[src/rtl/seg7_decoder.sv]
// seg7_decoder: recovers the 4-digit value shown on a multiplexed, active-low
// 7-segment display by watching its segment, dot and anode lines.
// Optional build macro SEG7_DEC_HEX_EN: also decode A, b, C, d, E, F glyphs.
module seg7_decoder #(
  parameter int unsigned STABLE_CYC  = 16,
  parameter int unsigned TIMEOUT_CYC = 2_000_000
) (
  input  logic        clk,
  input  logic        rst_n,
  input  logic        en,
  input  logic [6:0]  seg,
  input  logic        dp,
  input  logic [3:0]  an,
  output logic [15:0] x,
  output logic [3:0]  x_dp,
  output logic        valid,
  output logic        err,
  output logic        stale
);

  localparam int unsigned SW = $clog2(STABLE_CYC + 1);
  localparam int unsigned TW = $clog2(TIMEOUT_CYC + 1);
  localparam int unsigned PW = 12;

  typedef enum logic [1:0] {
    S_IDLE  = 2'd0,
    S_HUNT  = 2'd1,
    S_ACCUM = 2'd2
  } state_e;

  // Synchronizer stages
  logic [6:0]    seg_s1_q, seg_s2_q;
  logic          dp_s1_q, dp_s2_q;
  logic [3:0]    an_s1_q, an_s2_q;

  // Capture and frame state
  state_e        state_q, state_d;
  logic [PW-1:0] pat_prev_q, pat_prev_d;
  logic [SW-1:0] stab_q, stab_d;
  logic [3:0]    mask_q, mask_d;
  logic [15:0]   digit_q, digit_d;
  logic [3:0]    dot_q, dot_d;
  logic [3:0]    derr_q, derr_d;
  logic [TW-1:0] tmo_q, tmo_d;

  // Output registers
  logic [15:0]   x_q, x_d;
  logic [3:0]    x_dp_q, x_dp_d;
  logic          valid_q, valid_d;
  logic          err_q, err_d;
  logic          stale_q, stale_d;

  // Combinational helpers
  logic [PW-1:0] pat_c;
  logic          cand_c;
  logic [1:0]    idx_c;
  logic [3:0]    dec_val_c;
  logic          dec_bad_c;
  logic          capture_c;
  logic          commit_c;

  assign pat_c = {an_s2_q, seg_s2_q, dp_s2_q};

  // Candidate only when exactly one anode is driven; idx_c names that digit
  always_comb begin
    cand_c = 1'b1;
    idx_c  = 2'd0;
    case (an_s2_q)
      4'b1110: idx_c = 2'd0;
      4'b1101: idx_c = 2'd1;
      4'b1011: idx_c = 2'd2;
      4'b0111: idx_c = 2'd3;
      default: cand_c = 1'b0;
    endcase
  end

  // Glyph decode; unknown glyphs map to 4'hE and flag an error
  always_comb begin
    dec_val_c = 4'hE;
    dec_bad_c = 1'b0;
    case (seg_s2_q)
      7'b1000000: dec_val_c = 4'h0;
      7'b1111001: dec_val_c = 4'h1;
      7'b0100100: dec_val_c = 4'h2;
      7'b0110000: dec_val_c = 4'h3;
      7'b0011001: dec_val_c = 4'h4;
      7'b0010010: dec_val_c = 4'h5;
      7'b0000010: dec_val_c = 4'h6;
      7'b1111000: dec_val_c = 4'h7;
      7'b0000000: dec_val_c = 4'h8;
      7'b0010000: dec_val_c = 4'h9;
      7'b1111111: dec_val_c = 4'hF;
`ifdef SEG7_DEC_HEX_EN
      7'b0001000: dec_val_c = 4'hA;
      7'b0000011: dec_val_c = 4'hB;
      7'b1000110: dec_val_c = 4'hC;
      7'b0100001: dec_val_c = 4'hD;
      7'b0000110: dec_val_c = 4'hE;
      7'b0001110: dec_val_c = 4'hF;
`endif
      default: begin
        dec_val_c = 4'hE;
        dec_bad_c = 1'b1;
      end
    endcase
  end

  // Next-state: stability counting, digit capture, frame commit, timeout
  always_comb begin
    state_d    = state_q;
    pat_prev_d = pat_c;
    stab_d     = stab_q;
    mask_d     = mask_q;
    digit_d    = digit_q;
    dot_d      = dot_q;
    derr_d     = derr_q;
    tmo_d      = tmo_q;
    x_d        = x_q;
    x_dp_d     = x_dp_q;
    valid_d    = 1'b0;
    err_d      = err_q;
    stale_d    = stale_q;
    capture_c  = 1'b0;
    commit_c   = 1'b0;

    if (!en) begin
      // Disabled: drop any partial frame, hold the published outputs
      state_d = S_IDLE;
      mask_d  = 4'h0;
      derr_d  = 4'h0;
      stab_d  = '0;
    end else begin
      tmo_d = (tmo_q == TW'(TIMEOUT_CYC)) ? tmo_q : TW'(tmo_q + 1'b1);

      if (state_q == S_IDLE) begin
        state_d = S_HUNT;
        stab_d  = '0;
      end else begin
        if (!cand_c)
          stab_d = '0;
        else if (pat_c != pat_prev_q)
          stab_d = SW'(1);
        else if (stab_q < SW'(STABLE_CYC))
          stab_d = SW'(stab_q + 1'b1);

        // Fire once when the count first reaches the threshold
        capture_c = cand_c && (stab_d == SW'(STABLE_CYC)) &&
                    ((stab_q != SW'(STABLE_CYC)) || (pat_c != pat_prev_q));
        commit_c  = (state_q == S_ACCUM) && (mask_q == 4'hF);

        if (commit_c) begin
          x_d     = digit_q;
          x_dp_d  = dot_q;
          err_d   = |derr_q;
          valid_d = 1'b1;
          mask_d  = 4'h0;
          derr_d  = 4'h0;
          tmo_d   = '0;
          state_d = S_HUNT;
        end

        if (capture_c) begin
          digit_d[{idx_c, 2'b00} +: 4] = dec_val_c;
          dot_d[idx_c]                 = ~dp_s2_q;
          derr_d[idx_c]                = dec_bad_c;
          mask_d[idx_c]                = 1'b1;
          state_d                      = S_ACCUM;
        end
      end

      stale_d = (tmo_d == TW'(TIMEOUT_CYC));
    end
  end

  // State, synchronizer and output registers
  always_ff @(posedge clk or negedge rst_n) begin
    if (!rst_n) begin
      seg_s1_q   <= '0;
      seg_s2_q   <= '0;
      dp_s1_q    <= 1'b0;
      dp_s2_q    <= 1'b0;
      an_s1_q    <= '0;
      an_s2_q    <= '0;
      state_q    <= S_IDLE;
      pat_prev_q <= '0;
      stab_q     <= '0;
      mask_q     <= '0;
      digit_q    <= '0;
      dot_q      <= '0;
      derr_q     <= '0;
      tmo_q      <= '0;
      x_q        <= '0;
      x_dp_q     <= '0;
      valid_q    <= 1'b0;
      err_q      <= 1'b0;
      stale_q    <= 1'b0;
    end else begin
      seg_s1_q   <= seg;
      seg_s2_q   <= seg_s1_q;
      dp_s1_q    <= dp;
      dp_s2_q    <= dp_s1_q;
      an_s1_q    <= an;
      an_s2_q    <= an_s1_q;
      state_q    <= state_d;
      pat_prev_q <= pat_prev_d;
      stab_q     <= stab_d;
      mask_q     <= mask_d;
      digit_q    <= digit_d;
      dot_q      <= dot_d;
      derr_q     <= derr_d;
      tmo_q      <= tmo_d;
      x_q        <= x_d;
      x_dp_q     <= x_dp_d;
      valid_q    <= valid_d;
      err_q      <= err_d;
      stale_q    <= stale_d;
    end
  end

  assign x     = x_q;
  assign x_dp  = x_dp_q;
  assign valid = valid_q;
  assign err   = err_q;
  assign stale = stale_q;

endmodule

[config.mk]
export PLATFORM = sky130hd
export DESIGN_NAME = seg7_decoder
export DESIGN_NICKNAME = d
export VERILOG_FILES = /design/src/rtl/seg7_decoder.sv
export SDC_FILE = /design/constraint.sdc
export NUM_CORES = 1
export LEC_CHECK = 0
export CAP_MARGIN = 5
export CORE_MARGIN = 1.5
export CORE_UTILIZATION = 53
export DETAILED_ROUTE_END_ITERATION = 7
export PLACE_DENSITY_LB_ADDON = 0.25
export SLEW_MARGIN = 25
export SYNTH_ARGS = -nofsm -noshare
export SYNTH_HDL_FRONTEND = slang
export SYNTH_SLANG_ARGS = --single-unit
[constraint.sdc]
create_clock -name clk -period 2.4 [get_ports clk]
set_input_delay 0.72 -clock clk [delete_from_list [all_inputs] [get_ports clk]]
set_output_delay 0.72 -clock clk [all_outputs]
set_load 0.02 [all_outputs]
; Word-level counts from Yosys, hierarchy flattened
; Cells that the tools add are included.
[word_totals]
register_bits = 115
out_inout_bits = 23
word_cells = 104
[op_classes]
addsub = 3
magnitude_cmp = 3
n_eq_ne = 23
shift = 2
n_mux = 39
bitwise_logic = 3
n_reduce_logical = 12
[op_table]
columns = operator, count
row1 = 21-bit 2-to-1 mux, 4
row2 = 4-bit 2-to-1 mux, 12
row3 = 4-bit one-hot mux with 11 select lines, 1
row4 = 21-bit equality test (second input constant), 2
row5 = 5-bit 2-to-1 mux, 7
row6 = 7-bit equality test (second input constant), 4
row7 = 21-bit by 1-bit adder with 21-bit output (second input constant), 1
row8 = 7-bit by 5-bit equality test with 1-bit output (second input constant), 3
row9 = 16-bit bitwise mux, 1
row10 = 4-bit equality test (second input constant), 4
row11 = 4-bit by 6-bit variable shift with 16-bit output (first input constant), 1
row12 = 4-bit by 6-bit indexed part select with 16-bit output, 1
row13 = 7-bit by 6-bit equality test with 1-bit output (second input constant), 2
row14 = 12-bit inequality test, 1
row15 = 11-bit OR reduction, 1
row16 = 4-bit bitwise mux, 2
row17 = 2-bit 2-to-1 mux, 4
row18 = 4-bit OR reduction, 2
row19 = 7-bit by 2-bit equality test with 1-bit output (second input constant), 1
row20 = 7-bit logical NOT, 1
row21 = 1-bit 2-to-1 mux, 6
row22 = 4-bit negation with 6-bit output, 1
row23 = 2-bit one-hot mux with 3 select lines, 1
row24 = 3-bit AND reduction, 2
row25 = 16 further kinds, 20

; Depth between registers and ports, before layout
; Gate-level depths: netlist of the first run.
[depth]
ltp_word = 12
depth_mapped = 9
ltp_nobuf = 8

; Worst setup path after synthesis of the first run
; Ideal clock, no wire load.
[synth_path]
path_type = in2reg
from = input en
to = register digit_q[13]
arrival_ps = 2218
path_slack_ps = 54
stages = 5
path_buffers = 1
path_cell_list = clkbuf_1 -> inv_1 -> nor2_1 -> nand3_1 -> mux2_1
[synth_via]
elab_chain_len = 1
[synth_rtl]
columns = element, line_no
row1 = "start, declared", 10  ; input logic en,
row2 = 3-bit AND reduction (no source line), -
row3 = "end signal, assigned", 208  ; digit_q <= digit_d;
row4 = "end, declared", 41  ; logic [15:0] digit_q, digit_d;
; No other way between the ends.
; A chain may end at the register's enable or synchronous reset.

; Final worst setup path of the first run
[layout_path]
from = register an_s2_q[3]
to = register digit_q[13]
[layout_via]
elab_chain_len = 10
word_cells_on_any_way = 21
cone_classes = add/sub (1) / eq/ne (6) / shift (2) / mux (7) / reduce/logical (5)
[layout_rtl]
columns = element, line_no
row1 = "start, declared", 34  ; logic [3:0] an_s1_q, an_s2_q;
row2 = "start signal, assigned", 203  ; an_s2_q <= an_s1_q;
row3 = "parallel branches: the longest is 10 deep, another holds 4-bit negation with 6-bit output", -
; Parallel ways; which one is timed is not known. The select of a mux whose other input is x is not followed.

==> results, run 1 <==
- STA puts the critical path data required time at about 2800 ps.
- STA classifies the critical path startpoint as a flip-flop.
- The number of pins exceeding their max-slew limit in the final report is 0.
- The number of buffer cells added on primary ports is 37.
- The fraction of synthesis flops using an asynchronous set or reset pin is between 90% and 100%.
- The count of max-cap constraint violations is 0.
- The clock transition at the registers of the reported paths is ~60 ps.
- The maximum clock rate is 0.433 GHz.
- Setup violations remaining at the end of the flow were counted as 0.
- The final core utilization is 68.9%.
- The total placed cells including tap cells is 702.
- The synthesized area per cell is ~10 sq um.
- The total clock sinks is between 100 and 150.
- CTS placed an instance of sky130_fd_sc_hd__clkbuf_8 at the clock tree root.
- The number of nets handed over by synthesis was 547.
- Hold repair after CTS inserted 0 buffers.
- After layout, the design draws a total of approximately 5 mW.
- After routing, the total negative slack on setup checks comes to 0 ps.
- The worst setup path is captured at a flip-flop.
- In this run the tightest slew margin relative to its limit is a little under three fifths.
- The routability-driven placement congestion ratio is ~0.93.
- 38 I/O pins were placed.
- The endpoint identified for the worst register-to-register timing path is digit_q[13]$_DFFE_PN0P_.
- In this run, synthesis inferred 0 flip-flops with an integrated enable.
- The share of final-layout standard cells stronger than drive strength 1 is a little under a fifth.
- The pre-antenna-repair detailed-routing pass consisted of 4 iterations.
- Of the available clock period, the critical path in the final layout requires ~96%.
- Setup repair after global routing could not meet its margin everywhere.
- Row generation in the floorplan step produced 36 rows.
- The depth of the CTS H-tree is 4.
- The final layout contains routed wiring with a total length of around 13000 um.
- TritonCTS built the clock tree.
- The worst-path maximum fanout is 10.
- The library cell with the largest summed area after synthesis is sky130_fd_sc_hd__dfrtp_1.
- The class of the tightest hold or removal check is in -> async.
- The routed design could run at a clock period as short as between 2000 and 2500 ps.
- The initial antenna violation count is 0.
- The mapped cell area is about 5500 sq um.
- The first global-routing pass estimated 21600 um of wire.
- The distinct cell type count after synthesis is approximately 60.
- The die boundary width is 105 um.
- The cell count after synthesis is 524.
- Across all hold checks on the routed design, the worst slack comes to about 180 ps.
- The leakage power figure is slightly above 3 nW.
- Entering global routing, the biggest net connects 41 pins.
- In the final routed layout, each cell accounts on average for between 15 and 20 um.
- The overall die height is approximately 100 um.
- Sequential cells were found to cover 52.3% of the synthesized design area.
- The areal power density over the cells is ~740 nW/um^2.
- Between clock sinks in the finished design, the worst skew comes to approximately 18 ps.
- The final cell count without fillers is 735.
- For this block, the initial DRC count from the detailed router was 245.
- The detailed router placed about 4200 vias in this run.
- The setup slack of the worst register-to-register path is around 90 ps.
- Global routing used 25.1% of the available tracks.
- The worst-case IR drop observed on VDD is about 0.60 mV.
- The count of cells along the worst register-to-register path is 8.
- The total of warnings raised by yosys is 0.
- The hold violation count in the final report is 0.
- Data on the critical path arrives at its endpoint at about 2700 ps.
- The diode insertion count for antenna repair is 0.
- The fraction of post-synthesis cell area in the top cell type by area is between 50% and 60%.
- The initial utilization of the core area, before any placement, comes to between 50% and 60%.
- After global routing the overflow that remains totals 0.
- The HPWL after detailed placement is roughly 8400 um.
- The setup path with the least slack is of type reg -> reg.
- The leading register cell type out of synthesis is sky130_fd_sc_hd__dfrtp_1.
- The area of the placeable core is 9910 sq um.
- The via count of the first global-routing pass is ~4300.
- The flow ran to the end, and the final reports show no timing, DRC or antenna violations.
- Counting flops and latches in the post-synthesis netlist gives 115.
- The maximum clock insertion buffer count is 2.
- Relative to the synthesized area, the layout overhead comes to 24.1%.
- The floorplan step defined a die boundary enclosing about 11000 sq um.
- For the worst-skew pair, the clock arrives at the later sink with an insertion delay of ~540 ps.
- The detail-routed via count per cell is approximately 5.8.
- In the post-synthesis netlist, the biggest area contributors are sky130_fd_sc_hd__dfrtp_1 52%, sky130_fd_sc_hd__mux2_1 4.1%, sky130_fd_sc_hd__nand2_1 3.8%, sky130_fd_sc_hd__xor2_1 3.2%, sky130_fd_sc_hd__mux2_2 3.1%.
- In the routed design, unresolved DRC markers number 0.
- The launching point of the worst reg2reg path is an_s2_q[3]$_DFF_PN0_.
- The detail route stage leaves a number of antenna-violating nets equal to 0.
- The slew at the pin with the worst max-slew slack is 663 ps.
- The clock buffer count from CTS is 17.
- For this run, the post-layout net count is 612.
-- synthesized netlist by cell type, types with 6 or more instances --
master                     number
sky130_fd_sc_hd__buf_2          7
sky130_fd_sc_hd__nor3_1        10
sky130_fd_sc_hd__mux2_2        15
sky130_fd_sc_hd__mux2i_1        6
sky130_fd_sc_hd__mux2_1        20
sky130_fd_sc_hd__and3_1         7
sky130_fd_sc_hd__nand2_1       56
sky130_fd_sc_hd__o21ai_0       26
sky130_fd_sc_hd__nand3_1       20
sky130_fd_sc_hd__nor2_1        31
sky130_fd_sc_hd__o21ai_1       13
sky130_fd_sc_hd__nand4_1       11
sky130_fd_sc_hd__xor2_1        20
sky130_fd_sc_hd__inv_1         19
sky130_fd_sc_hd__nor4_1         6
sky130_fd_sc_hd__buf_4          7
sky130_fd_sc_hd__clkbuf_1      17
sky130_fd_sc_hd__ha_1           8
sky130_fd_sc_hd__dfrtp_1      115
sky130_fd_sc_hd__a31oi_1        7
sky130_fd_sc_hd__a21oi_1       23
-- layout make-up --
cell class / instances / area (sq um)
Clock buffer: 19 / 442
Clock inverter: 13 / 146
Fill cell: 738 / 3090
Inverter: 20 / 75.1
Multi-Input combinational cell: 358 / 2430
Sequential cell: 115 / 2880
Tap cell: 133 / 166
Timing Repair Buffer: 77 / 684
-- metal layers --
layer / global-route usage, % / routed length, um
met1: 30.1 / 5470
met2: 42.6 / 6600
met3: 6.49 / 520
met4: 10.9 / 221
met5: 0 / 0
-- state kept, by name, summed over array words and instances (netlist names) --
register and flops:
dot_q 4, an_s1_q 4, seg_s1_q 7, tmo_q 21, state_q 2, pat_prev_q 12, x 16, seg_s2_q 7
stab_q 5, dp_s1_q 1, x_dp 4, err 1, an_s2_q 4, mask_q 4, stale 1, derr_q 4
dp_s2_q 1, digit_q 16, valid 1
-- worst max-delay path by stage --
stage	from	endpoint	slack, ps
2_1_floorplan	en	digit_q[13]$_DFFE_PN0P_	50
3_3_place_gp	en	stale$_DFFE_PN0P_	-6
3_5_place_dp	en	derr_q[0]$_DFFE_PN0P_	-90
4_1_cts	dp_s2_q$_DFF_PN0_	digit_q[13]$_DFFE_PN0P_	10
5_1_grt	dp_s2_q$_DFF_PN0_	digit_q[13]$_DFFE_PN0P_	-20
6_report	an_s2_q[3]$_DFF_PN0_	digit_q[13]$_DFFE_PN0P_	90
-- cell families (layout without fill, tap and decap cells) --
logic type / count (synthesis) / after routing / share of synthesized area (%)
flip-flops: 115 / 115 / 52.3
buffers and inverters: 51 / 129 / 4.12
AND/OR/NAND/NOR: 184 / 184 / 18.1
AO/OA/AOI/OAI: 100 / 100 / 11.4
adder cells (fa/ha/maj): 8 / 8 / 1.82
XOR/XNOR: 25 / 25 / 3.98
multiplexers: 41 / 41 / 8.26
-- power by group --
group / internal, mW / switching, mW
clock: 1.55 / 0.957
sequential: 2.02 / 0.109
combinational: 0.161 / 0.230
-- cells in the final DEF (no fill, tap or decap), types with 4 or more instances in the layout --
| cell type | instances |
|---|---|
| sky130_fd_sc_hd__or4_1 | 4 |
| sky130_fd_sc_hd__dfrtp_2 | 4 |
| sky130_fd_sc_hd__nor4_1 | 4 |
| sky130_fd_sc_hd__mux2_2 | 15 |
| sky130_fd_sc_hd__buf_4 | 39 |
| sky130_fd_sc_hd__o21ai_1 | 13 |
| sky130_fd_sc_hd__a21oi_1 | 23 |
| sky130_fd_sc_hd__nor3_1 | 9 |
| sky130_fd_sc_hd__o21ai_0 | 26 |
| sky130_fd_sc_hd__nand4_1 | 11 |
| sky130_fd_sc_hd__clkdlybuf4s50_1 | 36 |
| sky130_fd_sc_hd__nor2_1 | 30 |
| sky130_fd_sc_hd__xor2_1 | 20 |
| sky130_fd_sc_hd__nor3b_1 | 4 |
| sky130_fd_sc_hd__dfrtp_1 | 111 |
| sky130_fd_sc_hd__nand3_1 | 19 |
| sky130_fd_sc_hd__xnor2_1 | 5 |
| sky130_fd_sc_hd__clkbuf_16 | 16 |
| sky130_fd_sc_hd__inv_1 | 19 |
| sky130_fd_sc_hd__or3_1 | 5 |
| sky130_fd_sc_hd__and3_1 | 7 |
| sky130_fd_sc_hd__mux2_1 | 20 |
| sky130_fd_sc_hd__inv_6 | 5 |
| sky130_fd_sc_hd__and4_1 | 4 |
| sky130_fd_sc_hd__a31oi_1 | 7 |
| sky130_fd_sc_hd__o31ai_1 | 5 |
| sky130_fd_sc_hd__a221o_1 | 4 |
| sky130_fd_sc_hd__ha_1 | 8 |
| sky130_fd_sc_hd__nand2_1 | 56 |
| sky130_fd_sc_hd__mux2i_1 | 6 |
-- metrics by stage --
stage | worst slack [ps] | cell area [sq um]
after floorplan | 54.1 | 5500
after global placement | -5.94 | 6190
after detailed placement | -86.5 | 6190
after CTS | 9.92 | 6790
after global routing | -16.2 | 6820
final | 91.1 | 6820
-- critical path, stage by stage (launching register included) --
cell	delay (ps)
sky130_fd_sc_hd__dfrtp_1	390
sky130_fd_sc_hd__xor2_1	170
sky130_fd_sc_hd__nor4_2	290
sky130_fd_sc_hd__buf_4	170
sky130_fd_sc_hd__nand4_1	150
sky130_fd_sc_hd__nor3_2	240
sky130_fd_sc_hd__buf_6	200
sky130_fd_sc_hd__nand3_2	190
sky130_fd_sc_hd__mux2_1	390
-- what timing repair did --
item,CTS,global route
gates resized for setup,3,8
setup endpoints to repair,5,12
setup buffers,0,1
pin swaps,0,3
(Power assumes the default switching activity.)
==> run 2, diff against run 1 <==
Settings changed: CELL_PAD_IN_SITES_DETAIL_PLACEMENT set to 0, CELL_PAD_IN_SITES_GLOBAL_PLACEMENT set to 1, CORE_ASPECT_RATIO set to 0.5, CORE_UTILIZATION 53 to 42.
==> results, run 2 (same netlist as run 1, synthesis figures left out) <==
- Setup repair after global routing could not meet its margin everywhere.
- The total setup violations reported at the end of the flow is 0.
- The endpoint kind of the worst setup timing path is a flip-flop.
- Based on the critical path, the design can be clocked at up to around 0.43 GHz.
- The die covers about 14000 sq um.
- The global route total overflow is 0.
- The worst slack at placement is -7.05 ps.
- The die is 165 um wide.
- In the routed layout, each cell is associated on average with a via count of about 5.3.
- The register with the most flip-flops in the layout has 21 of them.
- The most common cell after layout, fill and taps aside is sky130_fd_sc_hd__dfrtp_1.
- The area of the placeable core is about 13000 sq um.
- The most frequent cell on the critical path is sky130_fd_sc_hd__buf_4.
- The cell at the root of the clock tree is sky130_fd_sc_hd__clkbuf_16.
- The run finished with clean final reports.
- The kind of cell with the highest combined delay on the critical path is multiplexers.
- The number of iterations in the first detailed-routing pass is 5.
- The number of nets in the final layout is between 600 and 700.
- The congestion estimate from routability-driven global placement came to between 0.8 and 0.9.
- The clock tree synthesis step divided the H-tree into 4 levels.
- The remaining antenna violation count is 0.
- For this run, design rule violations remaining after detail routing come to 0.
- The end of the worst register-to-register path is digit_q[0]$_DFFE_PN0P_.
- The library cells used most frequently in the layout, excluding fill and tap cells, are 113 x sky130_fd_sc_hd__dfrtp_1, 56 x sky130_fd_sc_hd__nand2_1, 56 x sky130_fd_sc_hd__buf_4.
- The initial antenna violation count is 0.
- The class of the tightest hold or removal check is in -> async.
- The startpoint identified for the worst register-to-register timing path is an_s2_q[1]$_DFF_PN0_.
- Measured along the y axis, the die boundary spans 83.9 um.
- The total placed cells including tap cells is approximately 750.
- The clock transition at the registers of the reported paths is around 60 ps.
- The count of boundary I/O pins is 38.
- The total internal power is 3.88 mW.
- The worst-path maximum fanout is 6.
- The layout overhead on the synthesized area is 28.4%.
- Counting cells, the worst reg-to-reg path comes to 9.
- The analysis attributes to net switching a power of around 1.3 mW.
- The count of max-cap constraint violations is 0.
- The signal on the critical path passes through buf_4, buf_4, and3b_1, a21oi_1, mux2_2, nor3_2, buf_4, nand3_4, mux2_1.
- Once the floorplan was initialized, standard cells occupied a little over two fifths of the core.
- The startpoint type of the worst setup path is a flip-flop.
- The areal power density over the cells is roughly 740 nW/um^2.
- The net switching fraction of the power is between 20% and 30%.
- The peak supply drop is 0.477 mV.
- Of the total power, registers draw 40.2%.
- The average wire length per cell after detail routing is roughly 16 um.
- The number of pins exceeding their max-slew limit in the final report was 0.
- The slowest stage of the critical path is the sky130_fd_sc_hd__dfrtp_2 cell.
- TritonCTS built the clock tree.
- The hold violation count in the final report is 0.
- The leakage power figure is 3.23 nW.
- The clock passes through at most 2 buffers.
- The final cell count without fillers is about 800.
- 0 antenna diodes ended up in the layout.
- Port buffering added 37 buffers.
- In the finished design, the share of the clock period the worst path needs comes to 96.3%.
- Fill cells in the final layout number approximately 1100.
- The overall power of the completed layout is 5.22 mW.
- The first global-routing pass estimated between 20000 and 25000 um of wire.
- The via count of the first global-routing pass is approximately 4000.
- The row count is 29.
- The critical path class is reg -> reg.
- The number of design-rule violations left by the first detailed-router iteration is roughly 230.
- After clock tree synthesis, the flow added hold-fix buffers numbering 0.
- The overall fraction of global-route tracks in use is between 10% and 20%.
- Combinational cells account for under 10% of the total power.
- The number of clock buffers added by TritonCTS is 17.
- Counting both buffers and inverters, the worst setup path holds a total of 3.
- For the pin with the worst max-slew slack, the measured transition is around 460 ps.
- The cell area after layout is roughly 7100 sq um.
- The time the final worst path needs with I/O delays and setup is roughly 2300 ps.
- The largest single stage delay on the critical path is 440 ps.
- At the later pin of the worst-skew pair, clock insertion delay measures roughly 400 ps.
- Entering global routing, the biggest net connects 38 pins.
- Summed over all layers, the routed wires come to 12600 um.
- The total negative slack for setup checks is 0 ps.
- The register with the highest flop count is tmo_q.
- The clock arrives with 12.5 ps of skew.
- The setup slack of the worst register-to-register path is between 80 and 90 ps.
- Once detailed placement completed, the half-perimeter wirelength came to 8700 um.
- The routed layout has 4154 vias.
- Measured against its own limit, the worst slew margin works out to just under 70%.
- The placed standard-cell area is 6370 sq um.
- For the worst setup path, the data arrival time is approximately 2600 ps.
- The clock group share of total power is between 50% and 60%.
- The worst path setup slack after routing is roughly 88 ps.
- CTS saw about 120 sinks.
- The share of final-layout standard cells stronger than drive strength 1 is 20.3%.
- At the worst endpoint, the required time is approximately 2700 ps.
## run 2: cell count changes in the layout (fill, tap and decap cells not counted), sizes merged
cell      delta
bufinv       +1
clkbuf       -2
buf         +18
clkinvlp     -1
inv          +4
clkinv       -2
## run 2: power by group through the flow
stage | Clock, mW | Combinational, mW | Sequential, mW
2_1_floorplan | 0 | 0.290 | 2.09
3_3_place_gp | 0 | 0.442 | 2.13
3_5_place_dp | 0 | 0.446 | 2.13
4_1_cts | 2.71 | 0.450 | 2.10
5_1_grt | 2.81 | 0.509 | 2.11
6_report | 2.66 | 0.461 | 2.10
## run 2: cell type report
| cell class | count | area, sq um | area share, % |
|---|---|---|---|
| sequential | 115 | 2880 | 40.8 |
| timing repair buffer | 95 | 841 | 11.9 |
| inverter | 20 | 75.1 | 1.06 |
| clock buffer | 17 | 425 | 6.03 |
| tap | 170 | 213 | 3.01 |
| multi-input combinational | 358 | 2430 | 34.5 |
| clock inverter | 15 | 189 | 2.68 |
## run 2: worst reg2reg max path, cell delays in order, from the launching register on
cell and delay [ps]:
sky130_fd_sc_hd__dfrtp_2 440, sky130_fd_sc_hd__buf_4 150, sky130_fd_sc_hd__buf_4 130, sky130_fd_sc_hd__and3b_1 190, sky130_fd_sc_hd__a21oi_1 40, sky130_fd_sc_hd__mux2_2 290, sky130_fd_sc_hd__nor3_2 270, sky130_fd_sc_hd__buf_4 220
sky130_fd_sc_hd__nand3_4 120, sky130_fd_sc_hd__mux2_1 350
## run 2: how the worst max path moves through the flow
stage | start | end | slack [ps] | cells after the start
finish | an_s2_q[1]$_DFF_PN0_ | digit_q[0]$_DFFE_PN0P_ | 90 | 9
global route | an_s2_q[1]$_DFF_PN0_ | digit_q[2]$_DFFE_PN0P_ | -9 | 7
CTS | stab_q[0]$_DFF_PN0_ | digit_q[10]$_DFFE_PN0P_ | 50 | 8
detailed placement | en | stale$_DFFE_PN0P_ | -7 | 6
global placement | en | digit_q[9]$_DFFE_PN0P_ | 20 | 6
floorplan | en | digit_q[13]$_DFFE_PN0P_ | 50 | 5
## run 2: metal layers
layer  GRT usage [%]  up-vias  wire (um)
li1                -     2043          -
met1            28.0     2006       6360
met2            29.4       88       5570
met3            4.87       17        474
met4            5.90        0        153
met5               0        -          0
## run 2: repair_timing
action / CTS / global route
gates resized for setup: 0 / 10
setup endpoints to repair: 0 / 24
setup buffers: 0 / 5
## run 2: per-stage QoR
stage | utilization (%) | hold WS (ps)
2_1_floorplan | - | 331
3_3_place_gp | 50.0 | 334
3_5_place_dp | 50.0 | 335
4_1_cts | 54.8 | 261
5_1_grt | 55.4 | 278
6_report | 55.4 | 257
